<file path="src/rtl/sprite_move_scheduler.sv">
// sprite_move_scheduler
//
// Owns the on-screen centre (x,y) of the triangle sprite. Two requesters post
// target positions through a req/ack handshake, and a round-robin arbiter keeps
// one pending target. At every frame start the sprite takes one step of at most
// STEP px per axis toward its target. The sprite therefore only moves during
// vertical blank, so the renderer never shows a half-moved sprite.
//
// Ports
//   clock        in   system/pixel clock
//   reset        in   synchronous, active-high
//   frame_start  in   one-cycle pulse in the first cycle of vertical blank
//   req_a        in   requester A (locator) target valid, held until ack_a
//   tgt_a_x/y    in   signed 12-bit target from A
//   ack_a        out  one-cycle pulse: A's target was accepted
//   req_b        in   requester B (manual/debug) target valid, held until ack_b
//   tgt_b_x/y    in   signed 12-bit target from B
//   ack_b        out  one-cycle pulse: B's target was accepted
//   x, y         out  signed 12-bit sprite centre, registered
//   moving       out  high while the scheduler is in MOVE
//   arrived      out  one-cycle pulse when a move reaches its target

module sprite_move_scheduler #(
  parameter int STEP   = 4,
  parameter int WIDTH  = 64,
  parameter int HEIGHT = 64,
  parameter int X_MAX  = 1023,
  parameter int Y_MAX  = 767,
  parameter int HOME_X = 512,
  parameter int HOME_Y = 384
) (
  input  logic               clock,
  input  logic               reset,
  input  logic               frame_start,
  input  logic               req_a,
  input  logic signed [11:0] tgt_a_x,
  input  logic signed [11:0] tgt_a_y,
  output logic               ack_a,
  input  logic               req_b,
  input  logic signed [11:0] tgt_b_x,
  input  logic signed [11:0] tgt_b_y,
  output logic               ack_b,
  output logic signed [11:0] x,
  output logic signed [11:0] y,
  output logic               moving,
  output logic               arrived
);

  // Clamp window keeps the whole sprite on screen.
  localparam logic signed [11:0] X_LO   = 12'(WIDTH / 2);
  localparam logic signed [11:0] X_HI   = 12'(X_MAX - WIDTH / 2);
  localparam logic signed [11:0] Y_LO   = 12'(HEIGHT / 2);
  localparam logic signed [11:0] Y_HI   = 12'(Y_MAX - HEIGHT / 2);
  localparam logic signed [11:0] HOME_XS = 12'(HOME_X);
  localparam logic signed [11:0] HOME_YS = 12'(HOME_Y);

  typedef enum logic {
    IDLE,
    MOVE
  } moveState_t;

  moveState_t state_q, state_d;

  logic signed [11:0] posX_q, posX_d;
  logic signed [11:0] posY_q, posY_d;
  logic signed [11:0] tgtX_q, tgtX_d;
  logic signed [11:0] tgtY_q, tgtY_d;
  logic signed [11:0] pendX_q, pendX_d;
  logic signed [11:0] pendY_q, pendY_d;
  logic               pendValid_q, pendValid_d;
  logic               lastGrantB_q, lastGrantB_d;
  logic               ackA_q, ackA_d;
  logic               ackB_q, ackB_d;
  logic               arrived_q, arrived_d;

  // Working values for the frame-start step.
  logic               liveA, liveB, grantA, grantB;
  logic signed [11:0] stepTgtX, stepTgtY;
  logic signed [11:0] nextX, nextY;

  // Limits a requested coordinate to the visible window.
  function automatic logic signed [11:0] clampAxis(
    input logic signed [11:0] v,
    input logic signed [11:0] lo,
    input logic signed [11:0] hi
  );
    logic signed [11:0] r;
    r = v;
    if (v < lo) begin
      r = lo;
    end else if (v > hi) begin
      r = hi;
    end
    return r;
  endfunction

  // One axis step: move by the 13-bit signed difference, limited to +/-STEP,
  // so the sprite can land exactly on the target but never overshoot it.
  function automatic logic signed [11:0] stepAxis(
    input logic signed [11:0] pos,
    input logic signed [11:0] tgt
  );
    logic signed [12:0] diff;
    logic signed [12:0] lim;
    diff = {tgt[11], tgt} - {pos[11], pos};
    lim  = 13'(STEP);
    if (diff > lim) begin
      diff = lim;
    end else if (diff < -lim) begin
      diff = -lim;
    end
    return pos + diff[11:0];
  endfunction

  // A request that is still high while its own ack is high is treated as
  // the old request, so it cannot be taken twice.
  assign liveA  = req_a && !ackA_q;
  assign liveB  = req_b && !ackB_q;
  assign grantA = !pendValid_q && liveA && (!liveB || lastGrantB_q);
  assign grantB = !pendValid_q && liveB && !grantA;

  // At a frame start, a pending target (if any) becomes the new target
  // before the step, so the step already heads toward it.
  assign stepTgtX = pendValid_q ? pendX_q : tgtX_q;
  assign stepTgtY = pendValid_q ? pendY_q : tgtY_q;
  assign nextX    = stepAxis(posX_q, stepTgtX);
  assign nextY    = stepAxis(posY_q, stepTgtY);

  // Next-state logic: arbitration into the pending slot at any time, then
  // the target update, position step and state change at frame start.
  always_comb begin
    state_d      = state_q;
    posX_d       = posX_q;
    posY_d       = posY_q;
    tgtX_d       = tgtX_q;
    tgtY_d       = tgtY_q;
    pendX_d      = pendX_q;
    pendY_d      = pendY_q;
    pendValid_d  = pendValid_q;
    lastGrantB_d = lastGrantB_q;
    ackA_d       = 1'b0;
    ackB_d       = 1'b0;
    arrived_d    = 1'b0;

    // Grants only happen with the slot empty, so they never collide with
    // the frame-start drain below.
    if (grantA) begin
      pendX_d      = clampAxis(tgt_a_x, X_LO, X_HI);
      pendY_d      = clampAxis(tgt_a_y, Y_LO, Y_HI);
      pendValid_d  = 1'b1;
      lastGrantB_d = 1'b0;
      ackA_d       = 1'b1;
    end else if (grantB) begin
      pendX_d      = clampAxis(tgt_b_x, X_LO, X_HI);
      pendY_d      = clampAxis(tgt_b_y, Y_LO, Y_HI);
      pendValid_d  = 1'b1;
      lastGrantB_d = 1'b1;
      ackB_d       = 1'b1;
    end

    if (frame_start) begin
      if (pendValid_q) begin
        tgtX_d      = pendX_q;
        tgtY_d      = pendY_q;
        pendValid_d = 1'b0;
      end
      posX_d = nextX;
      posY_d = nextY;
      // Arrival is reported when a move completes: either the state was
      // already MOVE, or this single step actually moved the sprite onto
      // the target. A target equal to the current position from IDLE is
      // silent.
      if (nextX == stepTgtX && nextY == stepTgtY) begin
        if (state_q == MOVE || nextX != posX_q || nextY != posY_q) begin
          arrived_d = 1'b1;
        end
        state_d = IDLE;
      end else begin
        state_d = MOVE;
      end
    end
  end

  // State register with synchronous reset back to home, empty slot and B
  // recorded as last grant so that A wins the first tie.
  always_ff @(posedge clock) begin
    if (reset) begin
      state_q      <= IDLE;
      posX_q       <= HOME_XS;
      posY_q       <= HOME_YS;
      tgtX_q       <= HOME_XS;
      tgtY_q       <= HOME_YS;
      pendX_q      <= HOME_XS;
      pendY_q      <= HOME_YS;
      pendValid_q  <= 1'b0;
      lastGrantB_q <= 1'b1;
      ackA_q       <= 1'b0;
      ackB_q       <= 1'b0;
      arrived_q    <= 1'b0;
    end else begin
      state_q      <= state_d;
      posX_q       <= posX_d;
      posY_q       <= posY_d;
      tgtX_q       <= tgtX_d;
      tgtY_q       <= tgtY_d;
      pendX_q      <= pendX_d;
      pendY_q      <= pendY_d;
      pendValid_q  <= pendValid_d;
      lastGrantB_q <= lastGrantB_d;
      ackA_q       <= ackA_d;
      ackB_q       <= ackB_d;
      arrived_q    <= arrived_d;
    end
  end

  assign x       = posX_q;
  assign y       = posY_q;
  assign ack_a   = ackA_q;
  assign ack_b   = ackB_q;
  assign arrived = arrived_q;
  assign moving  = (state_q == MOVE);

endmodule

</file>
<file path="config.mk">
export PLATFORM = sky130hd
export DESIGN_NAME = sprite_move_scheduler
export DESIGN_NICKNAME = d
export VERILOG_FILES = /design/src/rtl/sprite_move_scheduler.sv
export SDC_FILE = /design/constraint.sdc
export NUM_CORES = 1
export LEC_CHECK = 0
export CAP_MARGIN = 20
export CORE_MARGIN = 10
export CORE_UTILIZATION = 35
export DETAILED_ROUTE_END_ITERATION = 8
export SYNTH_ARGS = -nofsm -noshare
export SYNTH_HDL_FRONTEND = slang
export SYNTH_SLANG_ARGS = --single-unit
</file>
<file path="constraint.sdc">
create_clock -name clock -period 7.67 [get_ports clock]
set_input_delay 1.1505 -clock clock [delete_from_list [all_inputs] [get_ports clock]]
set_output_delay 1.1505 -clock clock [all_outputs]
set_load 0.005 [all_outputs]
</file>
==> flow_metrics.tcl <==
set metrics [dict create \
    status "finished clean" \
    drive_above_1_share_pct 6.24 \
    clk_latency_ps 360 \
    numClockSinks 78 \
    fin_nets 1001 \
    grt_max_degree 79 \
    synth_ff_type "dfxtp_1" \
    grt_pass1_vias 5809 \
    cts_resized 0 \
    leakage_nw 3.13 \
    drtPass1Iterations 7 \
    pwr-share-seq_pct 15.4 \
    cts_max_level 3 \
    synth_area_leader_cell "dfxtp_1" \
    start_util_pct 35.4 \
    core_area_um2 18600 \
    rsz0062_at_grt "false" \
    avgRoutedWirePerCell_um 16.7 \
    synth_area_leaders "dfxtp_1 (24%), ha_1 (9.9%), xnor2_1 (6.1%), a21oi_1 (5.8%), nand2_1 (5.1%)" \
    post-route-period-util_pct 87.4 \
    viasPerCell 5.39 \
    finClkSkew_ps 10.9 \
    grt_pass1_wl_um 30500 \
    yosys.area_share.adder_pct 11.1 \
    clockRootBuffer "clkbuf_16" \
    async_reset_ff_share_pct 0 \
    die_y_um 157 \
    ios 81 \
    power_density_nw_per_um2 439 \
    yosys.area_share.simple_pct 21.9 \
    end_kind "register" \
    syn_area_um2 6600 \
    switching_share_pct 47.4 \
    ant_nets 0 \
    initialDrtViolationCount 408 \
    grt_remaining_overflow 0 \
    area_growth_pct 19.2 \
    synth_warnings 0 \
    die_x_um 157 \
    rows 50 \
    grt_use_total_pct 15.3 \
    synth_edf_count 0 \
    r2r_cells 24 \
    drc 0 \
    yosys.area.top_type_share_pct 23.6 \
    ys_types 64 \
    tightest_slew_ps 1050 \
    synth_top_family_by_area "simple AND/OR/NAND/NOR gates" \
    setup_tns_ps 0 \
    cts_hold_buf 0 \
    p_int_mw 1.82 \
    die_area_um2 24800 \
    wl_um 19000 \
    drv_slew 0 \
    cts_tree "yes" \
    start_kind "register" \
    synth_nets 941 \
    share_comb_of_total_power_pct 71.8 \
    max_cap_violations 0 \
    setup_viol 0 \
    path_clk_slew_ps 70 \
    postCtsSetupRepairBufs 0 \
    postSynthCellCount 832 \
    hold_viol 0 \
    antenna_found_initial 1 \
    fin_crit_ps 6700 \
    p_total_mw 3.46 \
    switchingPower_mw 1.64 \
    ys_ff_latch 78 \
    whs_path_depth 2 \
    worstSetupPathType "reg2reg" \
    vdd_drop_max_mv 0.178 \
    clkPwrFrac_pct 12.8 \
    synth_compound_area_share_pct 20.3 \
    cp.arrival_ps 6990 \
    vias 6102 \
    io_buffers 80 \
    clock.fmax_mhz 149 \
    muxShareOfSynthArea_pct 7.03 \
    syn_avg_cell_area_um2 7.94 \
    cts_max_path_buffers 2 \
    worstPathMaxFanout 19 \
    synth-xor-area-share_pct 11.7 \
    relSlewSlack_pct 29.9 \
    gp_congestion 0.882 \
    synth_seq_area_share_pct 23.6 \
    hold_path.class "reg2reg" \
    cp.required_ps 7960 \
    cts_buffers 9 \
    dp_hpwl_um 14800 \
]
## power by group through the flow
stage / registers (mW) / clock network (mW) / logic [mW]
4_1_cts: 0.533 / 0.454 / 2.47
3_5_place_dp: 0.541 / 0 / 2.44
5_1_grt: 0.541 / 0.472 / 2.72
3_3_place_gp: 0.540 / 0 / 2.45
2_1_floorplan: 0.519 / 0 / 1.89
6_report: 0.532 / 0.443 / 2.48
## through the flow
step | utilization (%) | instance area [um2] | cells | hold WS [ps] | setup slack [ps]
global route | 42.2 | 7870 | 1131 | 469 | 473
finish | 42.2 | 7870 | 1132 | 452 | 970
floorplan | - | 6600 | 832 | 434 | 2140
global placement | 40.6 | 7560 | 1115 | 440 | 1140
detailed placement | 40.6 | 7560 | 1115 | 446 | 1100
CTS | 42.2 | 7870 | 1131 | 455 | 999
## cells in the final DEF (no fill, tap or decap), types with 5 or more instances in the layout
cell type,instances
o21a_1,5
nor4_1,8
nor2_1,77
mux2_2,19
or4_1,5
and4_1,5
nand4_1,7
a211oi_1,7
o21ai_0,39
o2111ai_1,8
nor3b_1,7
mux2i_1,25
dfxtp_1,78
o211ai_1,6
a21oi_1,77
nand3b_1,5
a2111oi_0,5
inv_1,39
xor2_1,24
a21o_1,12
clkdlybuf4s50_1,78
nand2b_1,9
ha_1,52
xnor2_1,46
a31oi_1,16
nor3_1,20
nor2b_1,7
clkbuf_16,9
nand3_1,27
nand2_1,89
## sequential cells by signal (all words and copies together) (netlist names)
signal        flops
arrived           1
ack_b             1
lastGrantB_q      1
x                12
y                12
pendValid_q       1
pendX_q          12
tgtY_q           12
tgtX_q           12
pendY_q          12
ack_a             1
moving            1
## worst max-delay path, stage by stage (launching register included)
cell and delay (ps):
dfxtp_1 650, buf_4 360, mux2i_1 390, inv_1 90, ha_1 270, nor2b_1 130, o21a_1 190, o211ai_2 190
a21oi_1 130, o2111ai_1 210, nand3_1 100, or4_1 530, or4b_4 540, a21oi_1 180, ha_1 220, fa_1 250
xor2_1 460, xor2_1 270, and4_1 230, nand4b_1 100, nor4b_1 270, nand4_1 160, nor4bb_1 460, nand4b_1 140
a21oi_1 130
## final cells by class
type | instances | area (um2)
diodes | 1 | 2.50
clock inverters | 5 | 58.8
clock buffers | 11 | 243
fillers | 1891 | 10800
repair buffers | 82 | 806
multi-input cells | 682 | 4760
well taps | 234 | 293
inverters | 39 | 146
flip-flops and latches | 78 | 1560
## kinds of logic after synthesis
group           count (synthesis)
simple gates                  295
compound gates                210
flops                          78
xor+xnor                       77
buf+inv                        72
fa+ha+maj                      56
mux                            44
## Yosys cell counts (all sizes together) (5+ instances only)
library cell  instances
a2111oi               5
a211oi                7
a21o                 12
a21oi                80
a31oi                16
and4                  6
buf                   7
clkbuf               26
dfxtp                78
ha                   52
inv                  39
mux2                 19
mux2i                25
nand2                89
nand2b                9
nand3                27
nand3b                5
nand4                 7
nor2                 80
nor2b                 7
nor3                 20
nor3b                 7
nor4                  8
o2111ai               8
o211ai                7
o21a                  5
o21ai                41
or4                   5
xnor2                46
xor2                 24
## per-layer routing
metal	up-vias	part of all wire, %	track usage, %
met5	-	0	0
met4	0	0.84	2.63
met3	16	7.4	5.10
met2	170	42	22.8
met1	2798	50	21.2
li1	3118	-	-
## final timing paths
| check | to | slack (ps) | from |
|---|---|---|---|
| max | arrived$_SDFF_PP0_ | 970 | pendValid_q$_SDFF_PP0_ |
| min | tgtX_q[11]$_SDFFE_PP0P_ | 450 | tgtX_q[11]$_SDFFE_PP0P_ |
| max reg2reg | arrived$_SDFF_PP0_ | 970 | pendValid_q$_SDFF_PP0_ |
| min reg2reg | tgtX_q[11]$_SDFFE_PP0P_ | 450 | tgtX_q[11]$_SDFFE_PP0P_ |
No activity file was read; power rests on OpenSTA's default activity.
